[src/rtl/mfp_ahb_lite_master_bridge_pkg.sv]
// Shared definitions for the MIPSfpga+ single-transfer AHB-Lite master bridge:
// bus encodings, FSM state type and the request legality check.
package mfp_ahb_lite_master_bridge_pkg;

  localparam logic [1:0] HTRANS_IDLE   = 2'b00;
  localparam logic [1:0] HTRANS_NONSEQ = 2'b10;

  localparam logic [2:0] HSIZE_BYTE = 3'd0;
  localparam logic [2:0] HSIZE_HALF = 3'd1;
  localparam logic [2:0] HSIZE_WORD = 3'd2;

  localparam logic [2:0] HBURST_SINGLE = 3'b000;
  localparam logic [3:0] HPROT_DEFAULT = 4'b0011;

  typedef enum logic [1:0] {
    ST_IDLE = 2'd0,
    ST_ADDR = 2'd1,
    ST_DATA = 2'd2,
    ST_ERR  = 2'd3
  } state_t;

  // A request that can never go on the bus: size 3, or an access that is not
  // naturally aligned to its size.
  function automatic logic req_illegal(input logic [1:0] size, input logic [1:0] addr_lo);
    return (size == 2'd3) ||
           ((size == 2'd1) && addr_lo[0]) ||
           ((size == 2'd2) && (addr_lo != 2'b00));
  endfunction

endpackage

[src/rtl/mfp_ahb_lite_master_bridge_if.sv]
// Bundles the AHB-Lite master signals and the simple request/response port of
// the bridge. The master modport is the bridge's view; slave is the view of
// whatever sits on the other side (bus matrix plus requester).
//
// Handshake: a request is taken on a rising edge where req_valid & req_ready;
// req_ready is high only while the bridge is idle. rsp_valid is a one-cycle
// pulse and rsp_error / rsp_rdata are meaningful only in that cycle.
interface mfp_ahb_lite_master_bridge_if;
  logic [31:0] HADDR;
  logic [2:0]  HBURST;
  logic        HMASTLOCK;
  logic [3:0]  HPROT;
  logic [2:0]  HSIZE;
  logic [1:0]  HTRANS;
  logic        HWRITE;
  logic [31:0] HWDATA;
  logic [31:0] HRDATA;
  logic        HREADY;
  logic        HRESP;

  logic        req_valid;
  logic        req_ready;
  logic        req_write;
  logic [1:0]  req_size;
  logic [31:0] req_addr;
  logic [31:0] req_wdata;
  logic        rsp_valid;
  logic        rsp_error;
  logic [31:0] rsp_rdata;

  modport master (
    output HADDR, HBURST, HMASTLOCK, HPROT, HSIZE, HTRANS, HWRITE, HWDATA,
    input  HRDATA, HREADY, HRESP,
    input  req_valid, req_write, req_size, req_addr, req_wdata,
    output req_ready, rsp_valid, rsp_error, rsp_rdata
  );

  modport slave (
    input  HADDR, HBURST, HMASTLOCK, HPROT, HSIZE, HTRANS, HWRITE, HWDATA,
    output HRDATA, HREADY, HRESP,
    output req_valid, req_write, req_size, req_addr, req_wdata,
    input  req_ready, rsp_valid, rsp_error, rsp_rdata
  );
endinterface

[src/rtl/mfp_ahb_lite_lane_steer.sv]
// Combinational byte-lane steering: replicates right-justified write data onto
// every lane it may occupy, and pulls read data down from its lane with
// zero extension to the transfer size.
module mfp_ahb_lite_lane_steer
  import mfp_ahb_lite_master_bridge_pkg::*;
(
  input  logic [2:0]  i_wr_size,
  input  logic [31:0] i_wr_data,
  input  logic [2:0]  i_rd_size,
  input  logic [1:0]  i_rd_addr_lo,
  input  logic [31:0] i_rd_data,
  output logic [31:0] o_wr_lanes,
  output logic [31:0] o_rd_data
);

  logic [31:0] w_rd_shift;

  assign w_rd_shift = i_rd_data >> {i_rd_addr_lo, 3'b000};

  // Write replication: a slave may sample any lane, so every lane of the
  // addressed size carries the same data.
  always_comb begin
    o_wr_lanes = i_wr_data;
    case (i_wr_size)
      HSIZE_BYTE: o_wr_lanes = {4{i_wr_data[7:0]}};
      HSIZE_HALF: o_wr_lanes = {2{i_wr_data[15:0]}};
      default:    o_wr_lanes = i_wr_data;
    endcase
  end

  // Read extraction: shift the addressed lane down, then zero-extend.
  always_comb begin
    o_rd_data = w_rd_shift;
    case (i_rd_size)
      HSIZE_BYTE: o_rd_data = {24'h0, w_rd_shift[7:0]};
      HSIZE_HALF: o_rd_data = {16'h0, w_rd_shift[15:0]};
      default:    o_rd_data = w_rd_shift;
    endcase
  end

endmodule

[src/rtl/mfp_ahb_lite_master_bridge.sv]
// Single-transfer AHB-Lite initiator: turns one request into one NONSEQ/SINGLE
// transfer, handles wait states, two-cycle ERROR responses, lane steering and
// rejects misaligned/illegal requests without touching the bus.
// Optional stall timeout: define MFP_AHB_MASTER_TIMEOUT_EN to enable it.
module mfp_ahb_lite_master_bridge
  import mfp_ahb_lite_master_bridge_pkg::*;
#(
  parameter int unsigned TIMEOUT_CYCLES = 255
) (
  input  logic                          HCLK,
  input  logic                          HRESETn,
  mfp_ahb_lite_master_bridge_if.master  bus,
  output state_t                        o_dbg_state
);

  state_t      r_state, w_state_nxt;
  logic [1:0]  r_htrans, w_htrans_nxt;
  logic [31:0] r_haddr, w_haddr_nxt;
  logic [2:0]  r_hsize, w_hsize_nxt;
  logic        r_hwrite, w_hwrite_nxt;
  logic [31:0] r_hwdata, w_hwdata_nxt;
  logic        r_rsp_valid, w_rsp_valid_nxt;
  logic        r_rsp_error, w_rsp_error_nxt;
  logic [31:0] r_rsp_rdata, w_rsp_rdata_nxt;
  logic [31:0] w_wr_lanes;
  logic [31:0] w_rd_data;
  logic        w_tmo_hit;

  mfp_ahb_lite_lane_steer u_lane_steer (
    .i_wr_size    ({1'b0, bus.req_size}),
    .i_wr_data    (bus.req_wdata),
    .i_rd_size    (r_hsize),
    .i_rd_addr_lo (r_haddr[1:0]),
    .i_rd_data    (bus.HRDATA),
    .o_wr_lanes   (w_wr_lanes),
    .o_rd_data    (w_rd_data)
  );

`ifdef MFP_AHB_MASTER_TIMEOUT_EN
  localparam logic [15:0] TMO_LIM = 16'(TIMEOUT_CYCLES);
  logic [15:0] r_tmo_cnt;

  // Stall counter: held at zero while idle so each accepted transfer starts
  // fresh; counts every bus-phase cycle in which the slave holds HREADY low.
  always_ff @(posedge HCLK or negedge HRESETn) begin
    if (!HRESETn) begin
      r_tmo_cnt <= '0;
    end else if (r_state == ST_IDLE) begin
      r_tmo_cnt <= '0;
    end else if (!bus.HREADY) begin
      r_tmo_cnt <= r_tmo_cnt + 16'd1;
    end
  end

  // The hit fires on the stalled cycle that brings the count to the limit.
  assign w_tmo_hit = (r_state != ST_IDLE) && !bus.HREADY && (r_tmo_cnt == TMO_LIM - 16'd1);
`else
  logic w_unused_tmo;
  assign w_unused_tmo = (TIMEOUT_CYCLES == 0);
  assign w_tmo_hit    = 1'b0;
`endif

  // State and registered bus/response outputs.
  always_ff @(posedge HCLK or negedge HRESETn) begin
    if (!HRESETn) begin
      r_state     <= ST_IDLE;
      r_htrans    <= HTRANS_IDLE;
      r_haddr     <= '0;
      r_hsize     <= HSIZE_BYTE;
      r_hwrite    <= 1'b0;
      r_hwdata    <= '0;
      r_rsp_valid <= 1'b0;
      r_rsp_error <= 1'b0;
      r_rsp_rdata <= '0;
    end else begin
      r_state     <= w_state_nxt;
      r_htrans    <= w_htrans_nxt;
      r_haddr     <= w_haddr_nxt;
      r_hsize     <= w_hsize_nxt;
      r_hwrite    <= w_hwrite_nxt;
      r_hwdata    <= w_hwdata_nxt;
      r_rsp_valid <= w_rsp_valid_nxt;
      r_rsp_error <= w_rsp_error_nxt;
      r_rsp_rdata <= w_rsp_rdata_nxt;
    end
  end

  // Next-state and next-output decode; address-phase and write data hold by
  // default, the response fields default to an idle (zero) pulse.
  always_comb begin
    w_state_nxt     = r_state;
    w_htrans_nxt    = r_htrans;
    w_haddr_nxt     = r_haddr;
    w_hsize_nxt     = r_hsize;
    w_hwrite_nxt    = r_hwrite;
    w_hwdata_nxt    = r_hwdata;
    w_rsp_valid_nxt = 1'b0;
    w_rsp_error_nxt = 1'b0;
    w_rsp_rdata_nxt = '0;

    case (r_state)
      ST_IDLE: begin
        if (bus.req_valid) begin
          if (req_illegal(bus.req_size, bus.req_addr[1:0])) begin
            w_rsp_valid_nxt = 1'b1;
            w_rsp_error_nxt = 1'b1;
          end else begin
            w_haddr_nxt  = bus.req_addr;
            w_hsize_nxt  = {1'b0, bus.req_size};
            w_hwrite_nxt = bus.req_write;
            w_hwdata_nxt = w_wr_lanes;
            w_htrans_nxt = HTRANS_NONSEQ;
            w_state_nxt  = ST_ADDR;
          end
        end
      end
      ST_ADDR: begin
        if (bus.HREADY) begin
          w_htrans_nxt = HTRANS_IDLE;
          w_state_nxt  = ST_DATA;
        end
      end
      ST_DATA: begin
        if (bus.HRESP) begin
          // First ERROR cycle should have HREADY low; if a slave collapses it
          // to one cycle, still report the error rather than hang.
          if (bus.HREADY) begin
            w_rsp_valid_nxt = 1'b1;
            w_rsp_error_nxt = 1'b1;
            w_state_nxt     = ST_IDLE;
          end else begin
            w_state_nxt = ST_ERR;
          end
        end else if (bus.HREADY) begin
          w_rsp_valid_nxt = 1'b1;
          w_rsp_rdata_nxt = r_hwrite ? 32'h0 : w_rd_data;
          w_state_nxt     = ST_IDLE;
        end
      end
      ST_ERR: begin
        if (bus.HREADY) begin
          w_rsp_valid_nxt = 1'b1;
          w_rsp_error_nxt = 1'b1;
          w_state_nxt     = ST_IDLE;
        end
      end
      default: w_state_nxt = ST_IDLE;
    endcase

    // Debug recovery: abandon a transfer the slave never completes.
    if (w_tmo_hit) begin
      w_htrans_nxt    = HTRANS_IDLE;
      w_rsp_valid_nxt = 1'b1;
      w_rsp_error_nxt = 1'b1;
      w_rsp_rdata_nxt = '0;
      w_state_nxt     = ST_IDLE;
    end
  end

  assign bus.HADDR     = r_haddr;
  assign bus.HBURST    = HBURST_SINGLE;
  assign bus.HMASTLOCK = 1'b0;
  assign bus.HPROT     = HPROT_DEFAULT;
  assign bus.HSIZE     = r_hsize;
  assign bus.HTRANS    = r_htrans;
  assign bus.HWRITE    = r_hwrite;
  assign bus.HWDATA    = r_hwdata;
  assign bus.req_ready = (r_state == ST_IDLE);
  assign bus.rsp_valid = r_rsp_valid;
  assign bus.rsp_error = r_rsp_error;
  assign bus.rsp_rdata = r_rsp_rdata;
  assign o_dbg_state   = r_state;

endmodule

[src/flat_wrapper.sv]
// flat-port wrapper written by rule: the top's interface ports become plain ports
module mfp_ahb_lite_master_bridge_flat import mfp_ahb_lite_master_bridge_pkg::*;
#(
  parameter int unsigned TIMEOUT_CYCLES = 255
)
  (HCLK, HRESETn, o_dbg_state, bus_HADDR, bus_HBURST, bus_HMASTLOCK, bus_HPROT, bus_HSIZE, bus_HTRANS, bus_HWRITE, bus_HWDATA, bus_HRDATA, bus_HREADY, bus_HRESP, bus_req_valid, bus_req_write, bus_req_size, bus_req_addr, bus_req_wdata, bus_req_ready, bus_rsp_valid, bus_rsp_error, bus_rsp_rdata);
  mfp_ahb_lite_master_bridge_if bus_i ();
  input  logic HCLK;
  input  logic HRESETn;
  output state_t o_dbg_state;
  output wire logic [$bits(bus_i.HADDR)-1:0] bus_HADDR;
  output wire logic [$bits(bus_i.HBURST)-1:0] bus_HBURST;
  output wire logic [$bits(bus_i.HMASTLOCK)-1:0] bus_HMASTLOCK;
  output wire logic [$bits(bus_i.HPROT)-1:0] bus_HPROT;
  output wire logic [$bits(bus_i.HSIZE)-1:0] bus_HSIZE;
  output wire logic [$bits(bus_i.HTRANS)-1:0] bus_HTRANS;
  output wire logic [$bits(bus_i.HWRITE)-1:0] bus_HWRITE;
  output wire logic [$bits(bus_i.HWDATA)-1:0] bus_HWDATA;
  input wire logic [$bits(bus_i.HRDATA)-1:0] bus_HRDATA;
  input wire logic [$bits(bus_i.HREADY)-1:0] bus_HREADY;
  input wire logic [$bits(bus_i.HRESP)-1:0] bus_HRESP;
  input wire logic [$bits(bus_i.req_valid)-1:0] bus_req_valid;
  input wire logic [$bits(bus_i.req_write)-1:0] bus_req_write;
  input wire logic [$bits(bus_i.req_size)-1:0] bus_req_size;
  input wire logic [$bits(bus_i.req_addr)-1:0] bus_req_addr;
  input wire logic [$bits(bus_i.req_wdata)-1:0] bus_req_wdata;
  output wire logic [$bits(bus_i.req_ready)-1:0] bus_req_ready;
  output wire logic [$bits(bus_i.rsp_valid)-1:0] bus_rsp_valid;
  output wire logic [$bits(bus_i.rsp_error)-1:0] bus_rsp_error;
  output wire logic [$bits(bus_i.rsp_rdata)-1:0] bus_rsp_rdata;
  assign bus_HADDR = bus_i.HADDR;
  assign bus_HBURST = bus_i.HBURST;
  assign bus_HMASTLOCK = bus_i.HMASTLOCK;
  assign bus_HPROT = bus_i.HPROT;
  assign bus_HSIZE = bus_i.HSIZE;
  assign bus_HTRANS = bus_i.HTRANS;
  assign bus_HWRITE = bus_i.HWRITE;
  assign bus_HWDATA = bus_i.HWDATA;
  assign bus_i.HRDATA = bus_HRDATA;
  assign bus_i.HREADY = bus_HREADY;
  assign bus_i.HRESP = bus_HRESP;
  assign bus_i.req_valid = bus_req_valid;
  assign bus_i.req_write = bus_req_write;
  assign bus_i.req_size = bus_req_size;
  assign bus_i.req_addr = bus_req_addr;
  assign bus_i.req_wdata = bus_req_wdata;
  assign bus_req_ready = bus_i.req_ready;
  assign bus_rsp_valid = bus_i.rsp_valid;
  assign bus_rsp_error = bus_i.rsp_error;
  assign bus_rsp_rdata = bus_i.rsp_rdata;
  mfp_ahb_lite_master_bridge #(.TIMEOUT_CYCLES(TIMEOUT_CYCLES)) u_core (.HCLK(HCLK), .HRESETn(HRESETn), .bus(bus_i), .o_dbg_state(o_dbg_state));
endmodule
[config.mk]
export PLATFORM = sky130hd
export DESIGN_NAME = mfp_ahb_lite_master_bridge_flat
export DESIGN_NICKNAME = d
export VERILOG_FILES = /design/src/rtl/mfp_ahb_lite_master_bridge_pkg.sv /design/src/rtl/mfp_ahb_lite_master_bridge_if.sv /design/src/rtl/mfp_ahb_lite_lane_steer.sv /design/src/rtl/mfp_ahb_lite_master_bridge.sv /design/src/flat_wrapper.sv
export SDC_FILE = /design/constraint.sdc
export NUM_CORES = 1
export LEC_CHECK = 0
export BUFFER_PORTS_ARGS = -buffer_cell sky130_fd_sc_hd__buf_2
export CAP_MARGIN = 5
export CORE_MARGIN = 2
export CORE_UTILIZATION = 49
export CTS_CLUSTER_DIAMETER = 100
export DETAILED_ROUTE_END_ITERATION = 10
export PLACE_DENSITY_LB_ADDON = 0.2
export SYNTH_ARGS = -nofsm -noshare
export SYNTH_HDL_FRONTEND = slang
export SYNTH_SLANG_ARGS = --single-unit
[constraint.sdc]
create_clock -name HCLK -period 3.8 [get_ports HCLK]
set_input_delay 0.57 -clock HCLK [delete_from_list [all_inputs] [get_ports HCLK]]
set_output_delay 0.57 -clock HCLK [all_outputs]
set_load 0.01 [all_outputs]
# After elaboration in Yosys (flattened, before gate mapping)
# Cells that the tools add are included.
[word_totals]
regBits = 105
in_bits = 104
out_inout_bits = 115
elab_cells = 57
[op_classes]
eq_ne = 10
n_shift = 1
muxes = 23
bitwise = 1
n_reduce_logical = 13
[op_table]
columns = ["cell", "count"]
rows = [
  ["32-bit 2-to-1 mux", 4],
  ["32-bit one-hot mux with 2 select lines", 2],
  ["32-bit by 5-bit >> shifter with 32-bit output", 1],
  ["2-bit 2-to-1 mux", 9],
  ["2-bit == test (second input constant)", 4],
  ["2-bit one-hot mux with 4 select lines", 1],
  ["2-bit by 1-bit == test with 1-bit output (second input constant)", 3],
  ["3-bit zero test", 2],
  ["2-bit inequality test (second input constant)", 3],
  ["3-bit AND reduction", 2],
  ["1-bit 2-to-1 mux", 4],
  ["2-bit one-hot mux with 2 select lines", 1],
  ["4-bit AND reduction", 1],
  ["2-bit nonzero test", 2],
  ["1-bit one-hot mux with 3 select lines", 1],
  ["1-bit logical AND", 2],
  ["2-bit zero test", 1],
  ["1-bit logical OR", 2],
  ["1-bit one-hot mux with 2 select lines", 1],
  ["2-bit OR reduction", 1],
  ["1-bit inverter", 1],
]

# Longest topological paths before layout
# Gate-level depths: netlist of run 1.
[logic_depth]
word_depth = 7
ltp_mapped = 6
ltp_nobuf = 3

# Modules after synthesis
# A second synthesis of run 1 with hierarchy kept.
[hier_totals]
cells_unflattened = 371
hier_area_um2 = 4916.0
[modules_own_cells]
columns = ["module", "n_inst", "cells_per_inst", "area_per_inst_um2", "seq_area_each_um2"]
rows = [
  ["mfp_ahb_lite_master_bridge", 1, 244, 3837.4, 2602.5],
  ["mfp_ahb_lite_lane_steer", 1, 127, 1078.5, 0.0],
]

# Worst setup path after synthesis of run 1
# Ideal clock, no wire load.
[synth_path]
path_type = "input port to flip-flop"
startpoint = "input port bus_req_size[1]"
endpoint = "register u_core.r_hwdata[21], in the netlist u_core.bus.HWDATA[21]"
setup_ns = 0.125
arrival_ns = 1.642
t_required_ns = 3.675
slack_ns = 2.033
cell_stages = 4
path_buffers = 2
cell_sequence = "buf_2 -> clkbuf_1 -> mux2_2 -> mux2_2"
[synth_between]
elab_chain_cells = 6
word_cells_on_any_way = 11
classes_between = "eq/ne: 3; mux: 1; bitwise: 1; reduce/logical: 6"
[synth_lines]
columns = ["element", "line_no", "rtl"]
rows = [
  ["start: declaration", "flat_wrapper.sv:24", "input wire logic [$bits(bus_i.req_size)-1:0] bus_req_size;"],
  ["2-bit by 1-bit == test with 1-bit output", "mfp_ahb_lite_master_bridge_pkg.sv:26, mfp_ahb_lite_lane_steer.sv:24", ""],
  ["1-bit logical AND", "mfp_ahb_lite_master_bridge_pkg.sv:26", "((size == 2'd1) && addr_lo[0]) ||"],
  ["1-bit logical OR", "mfp_ahb_lite_master_bridge_pkg.sv:25", "return (size == 2'd3) ||"],
  ["1-bit logical OR", "mfp_ahb_lite_master_bridge_pkg.sv:26", ""],
  ["1-bit inverter (no line)", "-", ""],
  ["3-bit AND reduction (no line)", "-", ""],
  ["end signal: assignment", "mfp_ahb_lite_master_bridge.sv:81", "r_hwdata <= w_hwdata_nxt;"],
  ["end: declaration", "mfp_ahb_lite_master_bridge.sv:21", "logic [31:0] r_hwdata, w_hwdata_nxt;"],
]
# Parallel ways exist; a longest one is shown, timed or not.
# A chain may end at the register's enable or synchronous reset.

# Worst setup path after layout of run 1
[layout_path]
startpoint = "input port bus_req_size[1]"
endpoint = "register u_core.r_hwdata[9], in the netlist u_core.bus.HWDATA[9]"
# Same word-level chain as after synthesis.

==> results of run 1 <==
==> layer usage <==
layer,share of wire,wire (um),vias to the layer above,global-route usage
li1,-,-,1609,-
met1,0.43,4450,1608,0.255
met2,0.48,5010,130,0.333
met3,0.072,751,13,0.0499
met4,0.016,162,0,0.0769
met5,0,0,-,0
==> through the flow <==
step | hold slack (ps) | setup WS, ps | instance area [um^2] | total power, mW | utilization
5_1_grt | 302 | 1410 | 5880 | 4.04 | 0.639
2_1_floorplan | 274 | 2030 | 4640 | 2.59 | -
3_3_place_gp | 459 | 1200 | 5690 | 3.14 | 0.619
4_1_cts | 279 | 1540 | 5880 | 3.84 | 0.639
6_report | 257 | 1580 | 5880 | 3.79 | 0.639
3_5_place_dp | 465 | 1160 | 5690 | 3.19 | 0.619
==> cells in the mapped netlist, types with 2 or more instances <==
cell type / count / area (um^2)
mux2i_1: 18 / 180
nor2b_1: 15 / 93.8
mux2_2: 75 / 845
conb_1: 2 / 7.51
and2_1: 8 / 50.1
nor3_1: 2 / 10.0
buf_2: 10 / 50.1
clkbuf_1: 7 / 26.3
mux2_4: 8 / 120
a21oi_1: 2 / 10.0
nand2_1: 13 / 48.8
a211oi_1: 28 / 210
nand3b_1: 2 / 15.0
nand2b_1: 6 / 37.5
o21ai_0: 11 / 55.1
buf_6: 2 / 22.5
buf_4: 11 / 82.6
nor2_1: 12 / 45.0
dfrtp_1: 104 / 2600
==> worst max-delay path, stage by stage <==
cell	delay, ps
buf_2	380
a21oi_1	150
o21ai_4	620
buf_12	340
mux2_2	380
==> kinds of logic (layout without fill, tap and decap cells) <==
group | Yosys count | count (layout) | synth area share
simple gates | 64 | 64 | 0.0763
buf+inv | 32 | 229 | 0.0413
mux | 101 | 101 | 0.249
other cells | 2 | 10 | 0.00163
flops | 104 | 104 | 0.565
compound gates | 45 | 45 | 0.0671
==> final cells by class <==
class                      instances  area, um^2
fill                             785        3320
clock inverter                     5        40.0
tap                              111         139
sequential                       104        2600
clock buffer                      11         141
timing repair buffer             212        1100
inverter                           1        3.75
multi-input combinational        220        1850
==> sequential cells by signal, indices dropped and copies added (netlist names) <==
name                  flops
u_core.bus.rsp_valid      1
u_core.bus.rsp_rdata     32
u_core.bus.HTRANS         1
u_core.bus.rsp_error      1
u_core.o_dbg_state        2
u_core.bus.HWDATA        32
u_core.bus.HSIZE          2
u_core.bus.HWRITE         1
u_core.bus.HADDR         32
==> power by group <==
part,leakage (nW),switching (mW),internal (mW)
registers,1.30,0.195,1.48
logic,1.64,0.733,0.742
clock network,0.0943,0.381,0.263
total,3.03,1.31,2.48
==> path summary, 6_finish.rpt <==
path / startpoint / to / slack (ps) / depth (start not counted)
setup / recovery: bus_req_size[1] / u_core.bus.HWDATA[9]$_DFFE_PN0P_ / 1580 / 5
hold reg to reg: u_core.bus.HTRANS[1]$_DFFE_PN0P_ / u_core.bus.HTRANS[1]$_DFFE_PN0P_ / 490 / 2
min in group HCLK: bus_req_addr[4] / u_core.bus.HADDR[4]$_DFFE_PN0P_ / 430 / 2
hold / removal: HRESETn / u_core.bus.rsp_rdata[20]$_DFF_PN0_ / 260 / 2
max in group asynchronous: HRESETn / u_core.bus.rsp_rdata[1]$_DFF_PN0_ / 3120 / 2
setup reg to reg: u_core.o_dbg_state[0]$_DFFE_PN0P_ / u_core.bus.rsp_rdata[11]$_DFF_PN0_ / 1950 / 3
==> metrics.yaml, run 1 <==
fmax_mhz: 450
antenna-diode-count: 0
firstDrtPassIters: 4
worst-path-max-fanout: 50
via_count: 3360
cts_resized: 0
cts_tree: "built"
outcome: "completed"
ios: 219
grt_pass1_wl_mm: 16.0
gp_congestion: 0.811
synthFlopType: "dfrtp_1"
maxSlewViolCount: 0
worstPathArrival_ps: 2460
htreeDepth: 3
route.detailed.drc: 0
yosys_register_bits: 104
start_util: 0.501
clock_latency_ps: 360
hold_violations: 0
nNetsFinal: 652
final_cell_mix: "buf_2 (207), dfrtp_1 (104), mux2_2 (75)"
grt_max_degree: 105
grt_overflow: 0
worst_pin_slew_ps: 833
first_global_vias: 3255
yosys_warnings: 0
die_height_um: 101
die_x_um: 101
skew_ps: 14.1
hold_path.class: "in -> async"
syn_area_per_cell_um2: 13.2
setup_viol: 0
worst_setup_path_end_kind: "register"
final_common_cell: "buf_2"
vias_per_cell: 5.06
ys_seq_area_frac: 0.565
hpwlAfterDp_mm: 7.34
ant_nets: 0
dieArea_mm2: 0.0102
async_flop_share: 1.00
hold_buffers: 0
wl_per_cell_um: 15.6
worstSetupPathType: "in -> reg"
worstSetupStartpointType: "primary input"
power_density_mw_per_mm2: 646
synth_cell_types: 31
rsz0062_at_grt: "no"
tns_ps: 0
finalCritPeriodShare: 0.584
grt_antenna_before_repair: 0
cts.clk_slew.worst_paths_ps: 100
cts_buffer_depth: 2
synthCells: 348
finalNonFillerCells: 664
ir_worst_vdd_mv: 0.313
wirelength_mm: 10.4
cts_buffers: 9
relSlewSlack: 0.444
grtUsageTotal: 0.201
synth_edf_count: 0
dp_cells: 648
finalCriticalPeriod_ps: 2220
rows: 35
io_buffers: 208
core_area_mm2: 0.00920
drt-initial-drc-count: 53
required_ps: 4040
area_growth_pct: 27.6
root_buffer: "clkbuf_8"
syn_area_mm2: 0.00461
cts_setup_buffers: 0
clkSinkCount: 104
maxCapViolCount: 0
layout-drive-gt1-share: 0.570
p_leak_nw: 3.03
Power figures use the tool's default switching activity.
==> run 2, diff against run 1 <==
CORE_UTILIZATION = 42   (was 49)
clock period = 2 ns   (was 3.8 ns; I/O delays follow)
==> metrics.yaml, run 2 (synthesis results as in run 1) <==
grt_overflow: 0
core_area_mm2: 0.0108
finalCriticalPeriod_ps: 1670
grt_max_degree: 49
required_ps: 2270
setup_viol: 0
ios: 219
nNetsFinal: 661
skew_ps: 8.74
p_leak_nw: 3.07
firstDrtPassIters: 5
cts_resized: 0
worst-path-max-fanout: 8
route.detailed.drc: 0
ant_nets: 0
vias_per_cell: 4.85
fmax_mhz: 600
io_buffers: 208
grtUsageTotal: 0.190
wl_per_cell_um: 15.7
rsz0062_at_grt: "no"
drt-initial-drc-count: 103
root_buffer: "clkbuf_8"
die_x_um: 109
cts.clk_slew.worst_paths_ps: 100
worst_pin_slew_ps: 526
maxCapViolCount: 0
final_cell_mix: "buf_2 (207), dfrtp_1 (104), mux2_2 (75)"
cts_tree: "built"
antenna-diode-count: 0
hold_path.class: "in -> reg"
worstSetupStartpointType: "register"
ir_worst_vdd_mv: 0.634
die_height_um: 109
final_util: 0.556
first_global_vias: 3473
hpwlAfterDp_mm: 8.05
start_util: 0.427
grt_pass1_wl_mm: 17.3
rows: 38
wirelength_mm: 11.0
outcome: "completed"
worstSetupPathType: "reg -> reg"
gp_congestion: 0.769
htreeDepth: 3
power_density_mw_per_mm2: 1220
tns_ps: 0
grt_antenna_before_repair: 0
final_common_cell: "buf_2"
cts_buffer_depth: 2
area_growth_pct: 30.3
cts_buffers: 9
hold_violations: 0
maxSlewViolCount: 0
clock_latency_ps: 360
clkSinkCount: 104
worstPathArrival_ps: 1940
dieArea_mm2: 0.0118
finalCritPeriodShare: 0.834
relSlewSlack: 0.649
layout-drive-gt1-share: 0.577
worst_setup_path_end_kind: "register"
via_count: 3408
## run 2: path summary, 6_finish.rpt
kind,start,endpoint,slack (ps),cells after the start
setup / recovery,u_core.o_dbg_state[0]$_DFFE_PN0P_,u_core.bus.rsp_rdata[2]$_DFF_PN0_,330,3
hold / removal,bus_req_addr[9],u_core.bus.HADDR[9]$_DFFE_PN0P_,150,2
setup reg to reg,u_core.o_dbg_state[0]$_DFFE_PN0P_,u_core.bus.rsp_rdata[2]$_DFF_PN0_,330,3
hold reg to reg,u_core.bus.HTRANS[1]$_DFFE_PN0P_,u_core.bus.HTRANS[1]$_DFFE_PN0P_,490,2
max in group asynchronous,HRESETn,u_core.bus.HWDATA[28]$_DFFE_PN0P_,1040,3
min in group asynchronous,HRESETn,u_core.bus.HADDR[16]$_DFFE_PN0P_,400,2
## run 2: final cells by class
type                    instances  area (um^2)
multi-input cells             220         1850
inverters                       1         3.75
clock buffers                  10          138
flip-flops and latches        104         2600
clock inverters                 6         50.0
well taps                     140          175
fillers                       947         4790
repair buffers                221         1180
## run 2: power by group
group	internal [mW]	switching [mW]
clock	0.500	0.752
sequential	2.81	0.366
combinational	1.45	1.44
total	4.76	2.55
## run 2: routing by layer
layer  GRT usage  share of wire  up-vias  routed length [um]
met2       0.327           0.50      132                5550
met1       0.237           0.42     1644                4630
met5           0              0        -                   0
met4      0.0632         0.0098        0                 108
li1            -              -     1624                   -
met3      0.0406          0.067        8                 740
## run 2: stage by stage
step	cell area, um^2	cells	worst slack, ps	total power [mW]	hold WS [ps]
final	6000	702	333	7.31	154
after global routing	6000	702	126	7.80	143
after CTS	6000	702	344	7.41	136
after detailed placement	5800	685	325	6.14	274
after global placement	5800	685	369	6.04	260
after floorplan	4640	356	445	4.93	4.41
## run 2: worst max-delay path, stage by stage (launching register included)
cell and delay [ps]:
dfrtp_1 450, nor3_1 410, nand3_1 400, a211oi_1 310
## run 2: what timing repair did
action | 4_1_cts | 5_1_grt
setup buffers | 0 | 0
hold endpoints to repair | 29 | 0
hold buffers | 1 | 0
endpoints found under the setup margin | 0 | 0
==> run 3, diff against run 2 <==
CORE_UTILIZATION = 47   (was 42)
clock period = 1.68 ns   (was 2 ns; I/O delays follow)
==> metrics.yaml, run 3 (synthesis results as in run 1) <==
outcome: "completed"
skew_ps: 9.99
cts_buffers: 9
drt-initial-drc-count: 40
crit_slowest_cell: "dfrtp_1"
clkSinkCount: 104
fmax_mhz: 630
worstSetupStartpointType: "register"
p_total_mw: 9.09
stdcell_area_mm2: 0.00609
clock_latency_ps: 360
hpwlAfterDp_mm: 7.85
firstDrtPassIters: 4
nNetsFinal: 665
die_x_um: 103
worstPathArrival_ps: 1840
p_leak_nw: 3.13
crit_path_max_incr_delay_ps: 420
ant_nets: 0
antenna-diode-count: 0
area_growth_pct: 32.3
wirelength_mm: 10.6
postPlaceCellArea_mm2: 0.00585
finalNonFillerCells: 698
gp_congestion: 0.778
power_frac_seq: 0.418
first_global_vias: 3265
grt_max_degree: 48
wl_per_cell_um: 15.1
final_util: 0.632
cts_tree: "built"
grt_antenna_before_repair: 0
fill_cells: 820
required_ps: 1940
vias_per_cell: 4.92
critPathBufInv: 0
cts_buffer_depth: 2
finalCritPeriodShare: 0.945
setup_viol: 0
layout-drive-gt1-share: 0.575
grt_pass1_wl_mm: 15.8
clkPwrFrac: 0.201
power_density_mw_per_mm2: 1490
cpLargestDelayFamily: "simple AND/OR/NAND/NOR gates"
io_buffers: 208
crit_chain: "nor3_1 -> nand3_1 -> a211oi_1"
finalCriticalPeriod_ps: 1590
htreeDepth: 3
grt_overflow: 0
via_count: 3435
worstSetupPathType: "reg -> reg"
hold_path.class: "in -> reg"
final_cell_mix: "buf_2 (207), dfrtp_1 (104), mux2_2 (75)"
root_buffer: "clkbuf_8"
maxSlewViolCount: 0
rows: 36
ios: 219
start_util: 0.478
grtUsageTotal: 0.196
dp_cells: 682
route.detailed.drc: 0
maxCapViolCount: 0
die_height_um: 103
final_common_cell: "buf_2"
switchingPower_mw: 2.96
dieArea_mm2: 0.0106
worst-path-max-fanout: 8
cts.clk_slew.worst_paths_ps: 90
swShare: 0.325
worst_setup_path_end_kind: "register"
intPower_mw: 6.14
hold_violations: 0
core_area_mm2: 0.00964
comb_power_share: 0.381
rsz0062_at_grt: "yes"
ir_worst_vdd_mv: 0.765
cts_setup_buffers: 0
==> run 3: changes by cell type in the layout (fill, tap and decap cells not counted), sizes merged <==
| cell | change |
|---|---|
| clkinv | -2 |
| bufinv | +3 |
| clkbuf | +2 |
| clkinvlp | -2 |
| inv | -2 |
| buf | +4 |
==> run 3: worst register-to-register path: cells and delay by family, from the launching register on <==
| kind | cells | cell delay (ps) |
|---|---|---|
| DFF | 1 | 420 |
| and+or+nand+nor | 2 | 770 |
| AOI/OAI and AO/OA | 1 | 300 |
==> run 3: repair_timing <==
| item | in CTS | in global routing |
|---|---|---|
| hold buffers | 1 | 0 |
| endpoints found under the hold margin | 26 | 0 |
| gates resized for setup | 0 | 0 |
| endpoints found under the setup margin | 0 | 5 |
==> run 3: final cells by class <==
cell class              count  area, um^2  share of cell area
repair buffers            225        1240               0.203
multi-input cells         220        1850               0.304
well taps                 133         166              0.0273
flip-flops and latches    104        2600               0.427
clock inverters             3        90.1              0.0148
inverters                   1        3.75            0.000616
clock buffers              12         145              0.0238
==> run 3: stage by stage <==
step | setup slack, ps | hold slack [ps] | setup TNS [ps]
4_1_cts | 66.0 | 98.6 | 0
2_1_floorplan | 125 | -43.6 | 0
3_3_place_gp | 140 | 202 | 0
6_report | 93.1 | 120 | 0
3_5_place_dp | 87.2 | 200 | 0
5_1_grt | -57.3 | 98.6 | -164
==> run 3: power groups by stage <==
stage / sequential (mW) / combinational (mW) / clock [mW]
detailed placement: 3.84 / 3.51 / 0
global route: 3.91 / 3.79 / 1.99
CTS: 3.80 / 3.51 / 1.88
global placement: 3.80 / 3.42 / 0
finish: 3.80 / 3.47 / 1.83
floorplan: 4.23 / 1.64 / 0
==> run 3: worst paths after layout <==
kind | startpoint | end | slack (ps) | cells past startpoint
max | u_core.o_dbg_state[0]$_DFFE_PN0P_ | u_core.bus.rsp_rdata[5]$_DFF_PN0_ | 90 | 3
min | bus_req_addr[18] | u_core.bus.HADDR[18]$_DFFE_PN0P_ | 120 | 2
max reg2reg | u_core.o_dbg_state[0]$_DFFE_PN0P_ | u_core.bus.rsp_rdata[5]$_DFF_PN0_ | 90 | 3
min reg2reg | u_core.bus.HTRANS[1]$_DFFE_PN0P_ | u_core.bus.HTRANS[1]$_DFFE_PN0P_ | 490 | 2
max in group asynchronous | HRESETn | u_core.bus.HADDR[20]$_DFFE_PN0P_ | 750 | 3
min in group asynchronous | HRESETn | u_core.bus.HADDR[7]$_DFFE_PN0P_ | 370 | 2
==> run 3: routing by layer <==
metal  track usage  vias up  routed length, um
met1         0.251     1660               4410
met5             0        -                  0
met2         0.315      121               5210
li1              -     1635                  -
met3        0.0447       19                706
met4        0.0962        0                231
